<file path="src/rtl/keccak_mask_pkg.sv">
// Shared sizing for the masked Keccak datapath: share counts per bit and lane count.
// Used by the S-box wrappers and the compression stage so their widths always agree.
package keccak_mask_pkg;

    localparam int NLANE = 5;

    // Shares per bit after compression.
    function automatic int nsh(input int d);
        return d + 1;
    endfunction

    // Shares per bit at the S-box output, before compression.
    function automatic int nexp(input int d);
        return (d + 1) * (d + 1);
    endfunction

endpackage

</file>
<file path="src/rtl/share_compress.sv">
// Purpose: XOR each row of (d+1)^2 expanded shares down to d+1 shares for one lane.
// Latency: purely combinational. Backpressure: none, it has no state.
module share_compress
    import keccak_mask_pkg::*;
#(
    parameter int d = 1
) (
    input  logic [nexp(d)-1:0] exp_shares,
    output logic [nsh(d)-1:0]  cmp_shares
);

    localparam int NSH = nsh(d);

    always_comb begin
        cmp_shares = '0;
        for (int s = 0; s < NSH; s++) begin
            cmp_shares[s] = ^exp_shares[s*NSH +: NSH];
        end
    end

endmodule

</file>
<file path="src/rtl/keccak_sbox_compress.sv">
// Purpose: two-stage register/compress pipeline after the masked chi S-box; refresh via KECCAK_COMPRESS_REFRESH_EN.
// Latency: 2 cycles accept to valid_o, 1 item per cycle sustained.
// Backpressure: valid/ready; stalled stage B holds, A fills once, then ready_o drops.
module keccak_sbox_compress
    import keccak_mask_pkg::*;
#(
    parameter int d = 1
) (
    input  logic                    clk,
    input  logic                    rst_i,
    input  logic                    valid_i,
    output logic                    ready_o,
    input  logic [nexp(d)-1:0]      ap_i,
    input  logic [nexp(d)-1:0]      bp_i,
    input  logic [nexp(d)-1:0]      cp_i,
    input  logic [nexp(d)-1:0]      dp_i,
    input  logic [nexp(d)-1:0]      ep_i,
    input  logic [NLANE*nsh(d)-1:0] r_ref,
    output logic                    valid_o,
    input  logic                    ready_i,
    output logic [nsh(d)-1:0]       ao,
    output logic [nsh(d)-1:0]       bo,
    output logic [nsh(d)-1:0]       co,
    output logic [nsh(d)-1:0]       do_o,
    output logic [nsh(d)-1:0]       eo
);

    localparam int NSH  = nsh(d);
    localparam int NEXP = nexp(d);

    typedef logic [NLANE-1:0][NEXP-1:0] exp_lanes_t;
    typedef logic [NLANE-1:0][NSH-1:0]  cmp_lanes_t;

    exp_lanes_t in_lanes;
    exp_lanes_t a_d, a_q;
    cmp_lanes_t cmp_lanes;
    cmp_lanes_t mask_mix;
    cmp_lanes_t b_d, b_q;
    logic       v_a_d, v_a_q;
    logic       v_b_d, v_b_q;
    logic       en_a, en_b;

    assign in_lanes = {ep_i, dp_i, cp_i, bp_i, ap_i};

    assign en_b    = !v_b_q || ready_i;
    assign en_a    = !v_a_q || en_b;
    assign ready_o = en_a;

    // The XOR trees only ever see stage-A flops, which act as the glitch barrier.
    for (genvar k = 0; k < NLANE; k++) begin : g_lane
        share_compress #(.d(d)) u_share_compress (
            .exp_shares (a_q[k]),
            .cmp_shares (cmp_lanes[k])
        );
    end

`ifdef KECCAK_COMPRESS_REFRESH_EN
    // Each mask bit enters two neighbouring shares, so the unshared value is unchanged.
    always_comb begin
        mask_mix = '0;
        for (int k = 0; k < NLANE; k++) begin
            for (int s = 0; s < NSH; s++) begin
                mask_mix[k][s] = r_ref[k*NSH + s] ^ r_ref[k*NSH + ((s + 1) % NSH)];
            end
        end
    end
`else
    logic unused_r_ref;
    assign unused_r_ref = ^r_ref;
    assign mask_mix     = '0;
`endif

    always_comb begin
        v_a_d = v_a_q;
        a_d   = a_q;
        if (en_a) begin
            v_a_d = valid_i;
            if (valid_i) begin
                a_d = in_lanes;
            end
        end
    end

    always_comb begin
        v_b_d = v_b_q;
        b_d   = b_q;
        if (en_b) begin
            v_b_d = v_a_q;
            if (v_a_q) begin
                b_d = cmp_lanes ^ mask_mix;
            end
        end
    end

    always_ff @(posedge clk) begin
        if (rst_i) begin
            v_a_q <= 1'b0;
            v_b_q <= 1'b0;
            a_q   <= '0;
            b_q   <= '0;
        end else begin
            v_a_q <= v_a_d;
            v_b_q <= v_b_d;
            a_q   <= a_d;
            b_q   <= b_d;
        end
    end

    assign valid_o = v_b_q;
    assign ao      = b_q[0];
    assign bo      = b_q[1];
    assign co      = b_q[2];
    assign do_o    = b_q[3];
    assign eo      = b_q[4];

endmodule

</file>
<file path="config.mk">
export PLATFORM = sky130hd
export DESIGN_NAME = keccak_sbox_compress
export DESIGN_NICKNAME = d
export VERILOG_FILES = /design/src/rtl/keccak_mask_pkg.sv /design/src/rtl/share_compress.sv /design/src/rtl/keccak_sbox_compress.sv
export SDC_FILE = /design/constraint.sdc
export NUM_CORES = 1
export LEC_CHECK = 0
export ABC_AREA = 1
export BUFFER_PORTS_ARGS = -buffer_cell sky130_fd_sc_hd__buf_4
export CORE_MARGIN = 2
export CORE_UTILIZATION = 25
export DETAILED_ROUTE_END_ITERATION = 10
export HOLD_SLACK_MARGIN = 0.08
export PLACE_DENSITY_LB_ADDON = 0.08
export SLEW_MARGIN = 20
export SYNTH_ARGS = -nofsm -noshare
export SYNTH_HDL_FRONTEND = slang
export SYNTH_SLANG_ARGS = --single-unit
</file>
<file path="constraint.sdc">
create_clock -name clk -period 1 [get_ports clk]
set_input_delay 0.3 -clock clk [delete_from_list [all_inputs] [get_ports clk]]
set_output_delay 0.3 -clock clk [all_outputs]
set_load 0.03 [all_outputs]
</file>
# --- Yosys cells after proc, flatten, opt, wreduce, memory -nomap -nowiden ---
# Cells that the tools add are included.
# Widths: inputs -> output; s select.
totals:
  elab_cells: 28
  register_bits: 32
  latchBits: 0
  ramBits: 0
  rom_bits: 0
  n_memories: 0
  output_inout_bits: 12
op_classes:
  div_mod_pow: 0
  mux: 0
  bitwise: 0
  n_reduce_logical: 16
  add_sub_neg: 0
  multipliers: 0
  n_shift: 0
  n_eq_ne: 0
  order_cmp: 0
ops:
  columns: ["operator", "n"]
  rows:
  - ["$reduce_xor 2->1", 10]
  - ["$reduce_and 2->1", 2]
  - ["$logic_not 1->1", 2]
  - ["$logic_or 1x1->1", 2]

# --- Depth between registers and ports, before layout ---
# Gate-level depths: netlist of run 1.
depth:
  ltp_word: 4
  depth_mapped: 7
  depth_no_buf: 6

# --- Modules after synthesis ---
# A second synthesis of run 1 with hierarchy kept.
unflattened:
  cells_unflattened: 245
  hier_area_um2: 1554.0
modules_own_cells:
  columns: ["mod", "n_inst", "seq_area_each_um2", "area_per_inst_um2", "cells_each"]
  rows:
  - ["keccak_sbox_compress", 1, 640.6, 1366.3, 195]
  - ["share_compress", 5, 0.0, 37.5, 10]

# --- Worst setup path after synthesis of run 1 ---
# No wires, ideal clock.
synth_path:
  kind: "reg2out"
  start: "register v_b_q, in the netlist valid_o"
  end: "output port ready_o"
  t_arrival_ps: 913
  stages_incl_launch_ff: 3
  slack_ps: -213
  path_buffers: 1
  cell_sequence: "dfxtp_1 > nand3_4 > buf_6"
synth_between:
  elab_chain_cells: 3
synth_rtl:
  columns: ["element", "line_no", "source"]
  rows:
  - ["start: declaration", "keccak_sbox_compress.sv:40", "logic v_b_d, v_b_q;"]
  - ["start signal: assignment", "keccak_sbox_compress.sv:103", "v_b_q <= v_b_d;"]
  - ["$logic_not 1->1", "keccak_sbox_compress.sv:45", "assign en_b = !v_b_q || ready_i;"]
  - ["$logic_or 1x1->1", "keccak_sbox_compress.sv:45", null]
  - ["$logic_or 1x1->1", "keccak_sbox_compress.sv:46", "assign en_a = !v_a_q || en_b;"]
  - ["end: declaration", "keccak_sbox_compress.sv:12", "output logic ready_o,"]
# Every way passes these cells.

# --- Worst setup path after layout of run 1 ---
# Ends and elaborated chain as after synthesis.

==> results summary, run 1 <==
Summed over all layers, the routed wires come to 3.48 mm. In this run the tightest slew margin relative to its limit is 87.8%. The setup skew after layout came out at 0.00636 ns. The die extent in y came out at 86.1 um.

The number of warnings reported in the yosys synthesis log is 0. The total congestion overflow is 0. The register clock-pin slew on the reported worst setup and hold paths is 0.07 ns. The pre-antenna-repair detailed-routing pass consisted of 3 iterations.

The share of synthesized area occupied by flip-flops and latches came out at 38.0%. Entering global routing, the biggest net connects 22 pins. Grouping stages by cell kind, the critical path spends the most delay in flip-flops. The buffer depth of the longest clock path is 2.

The number of vias after detailed routing came out at 1330. The clock period minus worst slack came out at 1.17 ns. After detailed routing, the number of remaining DRC violations is 0.

The kind of start point of the critical path is a flip-flop. Walking the worst path, the cells encountered are nand3_4, buf_6. The via density per instance came out at 3.95. In this run the cell area measured after placement is 2110 sq um. Max-cap violations in this run came to 0.

The path class of the tightest hold or removal check is input pin to flip-flop. The first-pass GRT wire length is 5.81 mm. The number of flip-flops and latches in the synthesized netlist came out at 32. The setup slack of the critical path after layout came out at -0.175 ns. Relative to the synthesized area, the layout overhead comes to 42.2%. After technology mapping, the gate count stands at 214. The floorplan die width came out at 86.1 um. The post-synth net total is 248. The number of different library cells in the post-synthesis netlist came out at 16. The pin slew with the least headroom to its limit is 0.183 ns. The number of cell rows is 29. The final routed wire length divided by cell count is 10.3 um. Setup violations remaining at the end of the flow were counted as 32. The power density over the cells is 1440 nW/um^2. IR analysis of the VDD net gives a maximum drop of 565 uV. The share of layout cells above drive strength 1 came out at 45.0%.

The total negative slack is -2.27 ns. The post-cts hold buffer count is 0. The number of slew-limit violations in the final report was 0. The worst endpoint required time is 0.70 ns.

The analysis attributes to cell leakage a power of 0.00121 uW. The critical path is of the flip-flop to primary output type. The area of all placed cells without fillers is 2400 sq um. The via count of the first global-routing pass is 1249.

On the critical path, the stage with the largest delay is an instance of sky130_fd_sc_hd__dfxtp_4. The largest incremental delay on the critical path came out at 0.37 ns. The final weighted congestion in routability-driven placement is 0.658.

The clock tree from TritonCTS is done. The count of antenna-violating nets left after detailed routing came out at 0. The clock buffer count from CTS is 5. The total half-perimeter wirelength after legalization and detailed placement came out at 2.38 mm. The number of antenna repair diodes is 0. The count of final hold-check violations is 0.

Setup repair after global routing could not meet its margin everywhere. Pin placement for this block handled 46 I/O pins. The starting utilization of the core area came out at 26.3%.

The worst setup path is captured at a primary output. The region available for standard cell placement spans 6420 sq um. In this run, the number of DRC markers left after iteration 0 of detailed routing was 59. The checks that failed: setup timing. The top fanout value on the critical path came out at 3. Global routing used 9.95% of the available tracks.

The CTS root buffer is sky130_fd_sc_hd__clkbuf_8. For this design, the sink count on the clock tree is 32. The initial antenna violation count is 0. The final net count came out at 293.

The synthesized area per cell came out at 7.88 sq um. The run finished, with violations left. Together, buffers and inverters on the worst path number 1. The netlist area before placement came out at 1690 sq um. Port buffering added 35 buffers. The H-tree was split into 2 levels.

The post-route clock period utilization is 117%. The highest attainable clock frequency is 0.851 GHz. The insertion delay to the later sink of the worst-skew pair came out at 0.28 ns. The endpoint arrival time on the critical path is 0.87 ns. The floorplan step defined a die boundary enclosing 7420 sq um. The filler cell count in the final layout came out at 685.
==> synth_stat cells, drive strengths merged <==
master  instances  area (sq um)
nand2          42           163
nor2           40           150
clkbuf          1          13.8
dfxtp          32           641
a21oi          22           185
xor2           10          87.6
nand3          21           208
inv            33           124
buf            13           115
==> sequential cells by signal (all words and copies together), names as in the netlist <==
signal and count:
bo 2, co 2, ao 2, valid_o 1
eo 2, do_o 2, v_a_q 1, a_q 20
==> placed cells by master, fill, tap and decap left out, types with 2 or more instances in the layout <==
master / count
sky130_fd_sc_hd__nand2_1: 40
sky130_fd_sc_hd__nor2_1: 38
sky130_fd_sc_hd__inv_1: 31
sky130_fd_sc_hd__buf_4: 28
sky130_fd_sc_hd__a21oi_2: 20
sky130_fd_sc_hd__dfxtp_1: 20
sky130_fd_sc_hd__nand3_2: 18
sky130_fd_sc_hd__buf_6: 12
sky130_fd_sc_hd__dfxtp_2: 11
sky130_fd_sc_hd__xor2_1: 10
sky130_fd_sc_hd__clkbuf_8: 7
sky130_fd_sc_hd__buf_12: 7
sky130_fd_sc_hd__clkbuf_16: 3
sky130_fd_sc_hd__inv_2: 2
sky130_fd_sc_hd__nor2_2: 2
sky130_fd_sc_hd__a21oi_1: 2
sky130_fd_sc_hd__nand3_1: 2
sky130_fd_sc_hd__buf_8: 2
==> through the flow <==
| step | worst slack, ns | power [uW] | cells | hold slack [ns] | utilization [%] |
|---|---|---|---|---|---|
| detailed placement | -0.108 | 2090 | 325 | 0.482 | 32.8 |
| floorplan | -0.00182 | 1860 | 214 | 0.359 | - |
| global route | -0.224 | 3670 | 337 | 0.175 | 37.3 |
| global placement | -0.107 | 2090 | 325 | 0.479 | 32.8 |
| CTS | -0.200 | 3500 | 335 | 0.173 | 36.2 |
| finish | -0.175 | 3450 | 337 | 0.185 | 37.3 |
==> power breakdown <==
part / switching [uW] / internal [uW]
Sequential: 71.2 / 1380
Clock: 464 / 879
Combinational: 320 / 339
==> worst paths after layout <==
kind	endpoint	slack [ns]	cells past startpoint	start
worst min register to register	a_q[12]	0.50	2	a_q[12]
worst max register to register	a_q[19]	-0.11	6	valid_o
worst max-delay path	ready_o	-0.17	2	valid_o
worst min-delay path	valid_o	0.18	2	rst_i
==> layout make-up <==
class | instances | area [sq um] | share of cell area, %
tap | 77 | 96.3 | 4.02
clock buffer | 7 | 96.3 | 4.02
inverter | 33 | 124 | 5.16
multi-input combinational | 135 | 803 | 33.5
timing repair buffer | 52 | 591 | 24.6
sequential | 32 | 658 | 27.4
clock inverter | 1 | 30.0 | 1.25
==> logic make-up after synthesis <==
| kind of cell | synth area share, % |
|---|---|
| buffers and inverters | 15.0 |
| XOR/XNOR | 5.19 |
| flip-flops | 38.0 |
| AND/OR/NAND/NOR | 30.9 |
| AO/OA/AOI/OAI | 11.0 |
==> timing repair <==
| action | CTS | global route |
|---|---|---|
| endpoints found under the hold margin | 0 | 0 |
| gates resized for setup | 28 | 3 |
| setup buffers | 2 | 0 |
| setup endpoints to repair | 16 | 39 |
| gates cloned | 0 | 3 |
| pin swaps | 1 | 2 |
==> metal layers <==
layer / share of wire, % / track usage [%] / wire length, um
met1: 51 / 13.9 / 1770
met2: 44 / 14.3 / 1530
met3: 3.6 / 2.69 / 127
met4: 1.6 / 4.33 / 57
met5: 0 / 0 / 0
Note: power is estimated with default switching activity, not from simulation.
==> run 2, diff against run 1 <==
--- a/config.mk
+++ b/config.mk
@@ -5,10 +5,10 @@
 export SDC_FILE = /design/constraint.sdc
 export NUM_CORES = 1
 export LEC_CHECK = 0
-export ABC_AREA = 1
 export BUFFER_PORTS_ARGS = -buffer_cell sky130_fd_sc_hd__buf_4
 export CORE_MARGIN = 2
 export CORE_UTILIZATION = 25
+export CTS_CLUSTER_SIZE = 12
 export DETAILED_ROUTE_END_ITERATION = 10
 export HOLD_SLACK_MARGIN = 0.08
 export PLACE_DENSITY_LB_ADDON = 0.08
==> run 2 against run 1 <==
  * Largest power group unchanged
  * Global-route usage increased by 0.81 points
  * Worst setup slack worse by 0.088 ns
  * Area after synthesis shrank 12%
  * Non-clock buffer count increased by 3
  * Routed wire length down 1.3%
  * The flow still finishes with violations (setup timing)
  * Via count shrank 14%
  * Flip-flop and latch count unchanged
  * Fmax shrank 6.9%
  * First-iteration DRC count down 29%
  * Clock skew increased by 0.00099 ns
==> results summary, run 2 <==
Run status: finished, violations left (unchanged). Failing checks: setup timing (unchanged). The share of synthesized area occupied by flip-flops and latches came out at 43.2% (was 38.0%). The final worst hold slack came out at 0.263 ns (was 0.185 ns). The maximum ir drop on the vdd rail is 514 uV (was 565 uV).

The class of the worst hold path was input pin to flip-flop (unchanged). The endpoint kind of the worst setup timing path is a primary output (unchanged). The power density over the cells is 1350 nW/um^2 (was 1440 nW/um^2). The DRC violation total after the first TritonRoute iteration came out at 42 (was 59). The netlist area before placement came out at 1480 sq um (was 1690 sq um). The final routed wire length divided by cell count is 12.8 um (was 10.3 um). The buffer depth of the longest clock path came to 2 (unchanged). The area of all placed cells without fillers came out at 2220 sq um (was 2400 sq um). The multi-input combinational cell area is 890 sq um (was 803 sq um). The number of top-level pins was 46 (unchanged).

The post-route clock period utilization was 126% (was 117%). The number of warnings reported in the yosys synthesis log is 0 (unchanged). The final wirelength came out at 3.44 mm (was 3.48 mm). The count of flip-flops with a built-in enable after synthesis is 0 (unchanged). The die area is 6570 sq um (was 7420 sq um). The filler-free cell count of the finished design came to 269 (was 337). The endpoint arrival time on the critical path is 0.96 ns (was 0.87 ns). The floorplan die width is 81.0 um (was 86.1 um). The setup slack of the critical path after layout came out at -0.262 ns (was -0.175 ns). The capturing point of the worst reg2reg path was a_q[13] (was a_q[19]). The highest attainable clock frequency came to 0.792 GHz (was 0.851 GHz). The growth of design area from synthesis to finish came out at 49.7% (was 42.2%).

The synthesized area per cell came out at 10.5 sq um (was 7.88 sq um). The insertion delay to the later sink of the worst-skew pair came out at 0.28 ns (about the same). The number of slew-limit violations in the final report is 0 (unchanged). The remaining design rule violation count was 0 (unchanged).

The share of flip-flops with an asynchronous set or reset after synthesis is 0% (unchanged). The number of flip-flops in the largest register was 20 (unchanged). The clock buffer count from CTS was 5 (unchanged). The via density per instance is 4.26 (was 3.95). The CTS root buffer is sky130_fd_sc_hd__clkbuf_8 (unchanged). The top fanout value on the critical path is 4 (was 3). The clock sink total is 32 (unchanged). Leading post-synthesis cells by instance count: sky130_fd_sc_hd__nand2b_1 (41), sky130_fd_sc_hd__dfxtp_1 (32), sky130_fd_sc_hd__mux2i_1 (20) (was sky130_fd_sc_hd__nand2_1 (40), sky130_fd_sc_hd__nor2_1 (40), sky130_fd_sc_hd__dfxtp_1 (32)). The die extent in y was 81.0 um (was 86.1 um). The final net count is 228 (was 293). The number of maximum-capacitance constraint violations came to 0 (unchanged).

The count of final hold-check violations is 0 (unchanged). The leakage power is 0.000899 uW (was 0.00121 uW). The logic depth of the worst register-to-register path was 5 (was 6). The maximum number of pins on one net before global-route repair is 53 (was 22). The share of layout cells above drive strength 1 is 51.0% (was 45.0%). The global-route usage over all layers came out at 10.8% (was 9.95%). The class of the most critical setup path was flip-flop to primary output (unchanged). The count of cells along the worst hold path is 3 (was 2). The worst reg-to-reg setup slack is -0.22 ns (was -0.11 ns).

The count of endpoints failing setup in the final report was 40 (was 32). The final weighted congestion in routability-driven placement came out at 0.712 (was 0.658). The register with the most flip-flops is a_q (unchanged).

The number of flip-flops and latches in the synthesized netlist is 32 (unchanged). The endpoint of the worst hold-timing path was v_a_q (was valid_o). The clock period minus worst slack came out at 1.26 ns (was 1.17 ns). The instance count after placement with tap cells included is 250 (was 325). The leading cell type in the layout, fill and taps excluded is sky130_fd_sc_hd__nand2b_1 (was sky130_fd_sc_hd__nand2_1). The register cell area after layout came out at 663 sq um (was 658 sq um). The area share of the leading cell type in the synthesized netlist is 43.2% (was 38.0%). The launch instance of the worst min-delay path is valid_i (was rst_i). The clock tree from TritonCTS was done (unchanged). The kind of start point of the critical path is a flip-flop (unchanged). The pin slew with the least headroom to its limit came out at 0.464 ns (was 0.183 ns). The count of antenna-violating nets left after detailed routing is 0 (unchanged). The filler cell count in the final layout was 601 (was 685). The count of H-tree levels built during CTS came out at 2 (unchanged).

The setup skew after layout is 0.00735 ns (was 0.00636 ns). The number of antenna repair diodes came out at 0 (unchanged). The beginning of the worst register-to-register path is valid_o (unchanged).

The detailed-routing iteration count for the pre-antenna-repair pass is 4 (was 3). The worst endpoint required time came out at 0.70 ns (about the same). The starting utilization of the core area came to 25.5% (was 26.3%). The total power after layout is 3000 uW (was 3450 uW). The standard cell area after detailed placement was 1840 sq um (was 2110 sq um).

The register clock-pin slew on the reported worst setup and hold paths came out at 0.06 ns (was 0.07 ns). The synthesized instance count is 141 (was 214). The core footprint came out at 5820 sq um (was 6420 sq um). Among all cell types in the netlist, the one instantiated most often is sky130_fd_sc_hd__nand2b_1. Setup repair after global routing missed its margin: true (unchanged).

The worst max-slew margin expressed relative to the limit came out at 69.1% (was 87.8%). The number of input and output port buffers inserted came out at 35 (unchanged). The post-synth net total is 175 (was 248). The first-pass GRT wire length was 5.34 mm (was 5.81 mm). The total half-perimeter wirelength after legalization and detailed placement came out at 2.17 mm (was 2.38 mm).

The number of different library cells in the post-synthesis netlist is 15 (was 16). The via count of the first global-routing pass was 1193 (was 1249). The total congestion overflow is 0 (unchanged). Cell types occupying the most area after synthesis: sky130_fd_sc_hd__dfxtp_1 (43%), sky130_fd_sc_hd__nand2b_1 (17%), sky130_fd_sc_hd__mux2i_1 (13%) (was sky130_fd_sc_hd__dfxtp_1 (38%), sky130_fd_sc_hd__nand3_2 (11%), sky130_fd_sc_hd__a21oi_2 (10%)). The initial antenna violation count was 0 (unchanged). Most frequent cells in the layout: sky130_fd_sc_hd__nand2b_1 (40), sky130_fd_sc_hd__buf_4 (36), sky130_fd_sc_hd__mux2i_1 (20), sky130_fd_sc_hd__dfxtp_1 (20), sky130_fd_sc_hd__buf_6 (17) (was sky130_fd_sc_hd__nand2_1 (40), sky130_fd_sc_hd__nor2_1 (38), sky130_fd_sc_hd__inv_1 (31)). The commonest register cell after synthesis is sky130_fd_sc_hd__dfxtp_1 (unchanged). The number of cell rows came out at 28 (was 29).

The number of vias after detailed routing is 1146 (was 1330). The post-synthesis cell type with the largest combined area is sky130_fd_sc_hd__dfxtp_1 (unchanged).
==> run 2: changes by cell type in the layout (fill, tap and decap cells not counted), moves of 17 or more <==
cell                       delta
sky130_fd_sc_hd__inv_1       -31
sky130_fd_sc_hd__nor2_1      -35
sky130_fd_sc_hd__nand2b_1    +40
sky130_fd_sc_hd__nand3_2     -18
sky130_fd_sc_hd__a21oi_2     -17
sky130_fd_sc_hd__mux2i_1     +20
sky130_fd_sc_hd__nand2_1     -40
==> run 2: how the worst max path moves through the flow <==
stage / start / endpoint / slack [ns]
2_1_floorplan: valid_o / a_q[0] / -0.08
3_3_place_gp: ready_i / do_o[1] / -0.19
3_5_place_dp: ready_i / bo[0] / -0.20
4_1_cts: valid_o / a_q[17] / -0.26
5_1_grt: v_a_q / ready_o / -0.30
6_report: v_a_q / ready_o / -0.26
==> run 2: report_power, final <==
part | total, uW | switching [uW] | internal (uW) | leakage, uW
registers | 1430 | 65.7 | 1360 | 0.000269
logic | 655 | 296 | 359 | 0.000589
clock network | 913 | 441 | 472 | 0.0000410
==> run 2: through the flow <==
stage	worst slack, ns	setup TNS (ns)	utilization [%]
after CTS	-0.261	-6.10	35.6
after global placement	-0.190	-3.85	31.7
after floorplan	-0.0790	-1.61	-
after detailed placement	-0.200	-4.40	31.7
after global routing	-0.295	-7.08	38.2
final	-0.262	-5.16	38.2
==> run 2: logic make-up after synthesis <==
logic type      after synthesis  share of synthesized area [%]
xor+xnor                     10                           5.90
mux                          20                           13.5
simple gates                 47                           19.8
flops                        32                           43.2
buf+inv                      10                           4.72
compound gates               22                           12.9
==> run 2: layer usage <==
| metal | vias up | GRT usage (%) | share of wire (%) |
|---|---|---|---|
| met1 | 544 | 11.6 | 41 |
| met5 | - | 0 | 0 |
| li1 | 576 | - | - |
| met4 | 0 | 4.58 | 1.2 |
| met3 | 4 | 3.44 | 4.5 |
| met2 | 22 | 19.3 | 53 |
==> run 2: worst max-delay path: stages (launching register included) <==
cell	delay [ns]
sky130_fd_sc_hd__dfxtp_4	0.36
sky130_fd_sc_hd__buf_4	0.14
sky130_fd_sc_hd__nand2_2	0.06
sky130_fd_sc_hd__buf_6	0.12
==> run 2: timing repair <==
item	4_1_cts	5_1_grt
cloned	1	1
pin swaps	10	6
setup endpoints to repair	42	43
buffers inserted	3	7
gates resized for setup	38	19
hold buffers	0	0
==> run 2: layout make-up <==
cell class,instances,area share [%]
multi-input cells,100,40.1
flip-flops and latches,32,29.9
repair buffers,55,22.4
well taps,75,4.23
clock buffers,6,3.27
clock inverters,1,0.225
==> run 3, diff against run 2 <==
--- a/config.mk
+++ b/config.mk
@@ -7,7 +7,7 @@
 export LEC_CHECK = 0
 export BUFFER_PORTS_ARGS = -buffer_cell sky130_fd_sc_hd__buf_4
 export CORE_MARGIN = 2
-export CORE_UTILIZATION = 25
+export CORE_UTILIZATION = 45
 export CTS_CLUSTER_SIZE = 12
 export DETAILED_ROUTE_END_ITERATION = 10
 export HOLD_SLACK_MARGIN = 0.08
==> constraint.sdc (replaced) <==
create_clock -name clk -period 1.2 [get_ports clk]
set_input_delay 0.36 -clock clk [delete_from_list [all_inputs] [get_ports clk]]
set_output_delay 0.36 -clock clk [all_outputs]
set_load 0.03 [all_outputs]
==> run 3 against run 2 <==
  * The flow still finishes with violations (setup timing)
  * Non-clock buffer count down 10
  * Clock-buffer cell count up 1
  * Final cell count shrank 16%
  * Final area shrank 12%
  * Sequential power shrank 17%
  * Hold slack got worse by 0.018 ns
  * Routed wire length shrank 20%
  * Via count is 4.6% lower
  * Critical endpoint unchanged
  * Largest cell class unchanged
==> results summary, run 3 (synthesis results as in run 2) <==
The initial antenna violation count is 0 (unchanged). The DRC violation total after the first TritonRoute iteration came out at 46 (was 42). The starting utilization of the core area came out at 47.8% (was 25.5%). The power density over the cells is 1190 nW/um^2 (was 1350 nW/um^2). Setup repair after global routing missed its margin: true (unchanged).

The setup slack of the critical path after layout came out at -0.159 ns (was -0.262 ns). The worst endpoint required time came out at 0.84 ns (was 0.70 ns). The post-cts hold buffer count came to 0 (unchanged).

The total congestion overflow is 0 (unchanged). The floorplan die width came to 61.4 um (was 81.0 um). For this run, the top clock speed supported by timing is 0.736 GHz. The CTS root buffer is sky130_fd_sc_hd__clkbuf_4 (was sky130_fd_sc_hd__clkbuf_8). Failing checks: setup timing (unchanged). The number of antenna repair diodes is 0 (unchanged). The final wirelength came out at 2.74 mm (was 3.44 mm).

The number of cell rows is 20 (was 28). The endpoint kind of the worst setup timing path was a primary output (unchanged). The number of slew-limit violations in the final report was 0 (unchanged).

Run status: finished, violations left (unchanged). The post-route clock period utilization is 113%. The via count of the first global-routing pass is 1077 (was 1193).

The number of input and output port buffers inserted is 35 (unchanged). The core footprint is 3100 sq um (was 5820 sq um). The worst max-slew margin expressed relative to the limit came out at 75.0% (was 69.1%). The leakage power came to 0.000799 uW (was 0.000899 uW).

The class of the most critical setup path is flip-flop to primary output (unchanged). Crit path cell chain: nor2b_4, nand2_1, buf_6 (was buf_4, nand2_2, buf_6). The final weighted congestion in routability-driven placement is 0.729 (was 0.712).

The count of final hold-check violations came out at 0 (unchanged). The register with the most flip-flops is a_q (unchanged). The final net count came out at 217 (was 228). The clock buffer count from CTS is 5 (unchanged). The endpoint of the worst hold-timing path is v_a_q (unchanged).

The number of maximum-capacitance constraint violations is 0 (unchanged). The count of endpoints failing setup in the final report was 21 (was 40). The setup skew after layout was 0.00872 ns (was 0.00735 ns). The largest incremental delay on the critical path was 0.34 ns (was 0.36 ns).

The buffer depth of the longest clock path is 2 (unchanged). The register clock-pin slew on the reported worst setup and hold paths came out at 0.10 ns (was 0.06 ns). The clock tree from TritonCTS is done (unchanged). The number of top-level pins is 46 (unchanged). The total negative slack is -0.879 ns (was -5.16 ns). The total half-perimeter wirelength after legalization and detailed placement is 1.97 mm (was 2.17 mm). The first-pass GRT wire length came out at 4.53 mm (was 5.34 mm). The maximum number of pins on one net before global-route repair was 50 (was 53). The final worst hold slack came out at 0.245 ns (was 0.263 ns).

Subtracting the final worst setup slack from the clock period gives 1.36 ns. The top fanout value on the critical path is 2 (was 4). The launch instance of the worst min-delay path is valid_i (unchanged). The number of flip-flops in the largest register came to 20 (unchanged). The pin slew with the least headroom to its limit came to 0.375 ns (was 0.464 ns). The insertion delay to the later sink of the worst-skew pair came out at 0.32 ns (was 0.28 ns).

The slowest library cell on the worst path is sky130_fd_sc_hd__dfxtp_2 (was sky130_fd_sc_hd__dfxtp_4). The count of antenna-violating nets left after detailed routing is 0 (unchanged). The kind of start point of the critical path is a flip-flop (unchanged).

The global-route usage over all layers came out at 17.0% (was 10.8%). The maximum ir drop on the vdd rail is 526 uV (was 514 uV). The logic depth of the worst register-to-register path came to 5 (unchanged). The endpoint arrival time on the critical path was 1.00 ns (was 0.96 ns). Most frequent cells in the layout: sky130_fd_sc_hd__nand2b_1 (41), sky130_fd_sc_hd__buf_4 (31), sky130_fd_sc_hd__dfxtp_1 (21) (was sky130_fd_sc_hd__nand2b_1 (40), sky130_fd_sc_hd__buf_4 (36), sky130_fd_sc_hd__mux2i_1 (20), sky130_fd_sc_hd__dfxtp_1 (20), sky130_fd_sc_hd__buf_6 (17)). The filler cell count in the final layout is 295 (was 601).

The leading cell type in the layout, fill and taps excluded is sky130_fd_sc_hd__nand2b_1 (unchanged). The beginning of the worst register-to-register path is valid_o (unchanged). The die extent in y was 61.4 um (was 81.0 um). The final routed wire length divided by cell count came out at 12.1 um (was 12.8 um). The worst reg-to-reg setup slack is -0.05 ns (was -0.22 ns). The share of layout cells above drive strength 1 is 41.5% (was 51.0%). The count of H-tree levels built during CTS is 2 (unchanged). The class of the worst hold path is input pin to flip-flop (unchanged). The growth of design area from synthesis to finish is 31.2% (was 49.7%).

The detailed-routing iteration count for the pre-antenna-repair pass came out at 4 (unchanged). The die area came to 3770 sq um (was 6570 sq um). The clock sink total came out at 32 (unchanged).

The via density per instance came out at 4.81 (was 4.26). The capturing point of the worst reg2reg path is a_q[9] (was a_q[13]). The number of vias after detailed routing came out at 1093 (was 1146). The remaining design rule violation count came out at 0 (unchanged). The count of cells along the worst hold path is 3 (unchanged).
-- run 3: cell types whose count changed in the layout (fill, tap and decap cells not counted), moves of 2 or more --
cell / delta
sky130_fd_sc_hd__buf_6: -4
sky130_fd_sc_hd__dfxtp_2: +2
sky130_fd_sc_hd__a21oi_2: -3
sky130_fd_sc_hd__clkbuf_8: -3
sky130_fd_sc_hd__a21oi_1: +10
sky130_fd_sc_hd__clkbuf_4: +5
sky130_fd_sc_hd__a21oi_4: -7
sky130_fd_sc_hd__buf_4: -5
sky130_fd_sc_hd__dfxtp_4: -3
-- run 3: layout make-up --
cell class                      instances  area (sq um)  share of cell area (%)
Tap cell                               44          55.1                    2.83
Clock buffer                            7          65.1                    3.34
Timing Repair Buffer                   45           399                    20.5
Sequential cell                        32           654                    33.6
Multi-Input combinational cell         99           773                    39.7
-- run 3: repair_timing --
action / 4_1_cts / 5_1_grt
buffers inserted: 2 / 0
endpoints found under the setup margin: 8 / 32
resized for setup: 15 / 8
pin swaps: 0 / 0
-- run 3: metrics by stage --
step	worst slack, ns	utilization, %	area (sq um)	cells	total power [uW]
floorplan	0.0257	-	1490	141	1480
global placement	-0.00189	58.2	1810	218	1620
detailed placement	-0.00976	58.2	1810	218	1640
CTS	-0.173	62.1	1930	227	2330
global route	-0.225	62.7	1950	227	2440
finish	-0.159	62.7	1950	227	2310
-- run 3: report_power, final --
group          switching, uW  internal [uW]
clock                    339            332
combinational            209            242
sequential              49.5           1140
-- run 3: worst max path at each step --
stage | from | end | slack (ns) | depth (start not counted)
after floorplan | valid_o | ready_o | 0.03 | 2
after CTS | valid_o | ready_o | -0.17 | 3
after detailed placement | ready_i | bo[0] | -0.01 | 5
after global placement | ready_i | eo[0] | -0.002 | 5
after global routing | valid_o | ready_o | -0.23 | 3
final | valid_o | ready_o | -0.16 | 3
-- run 3: per-layer routing --
metal / global-route usage, % / routed length (um) / up-vias
met5: 0 / 0 / -
met4: 8.21 / 52 / 0
met3: 5.67 / 151 / 7
met2: 28.6 / 1410 / 26
met1: 19.3 / 1140 / 508
li1: - / - / 552
-- run 3: worst max-delay path, delay by kind of cell (launching register included) --
kind | cells | cell delay (ns)
buf+inv | 1 | 0.14
flops | 1 | 0.34
simple gates | 2 | 0.19
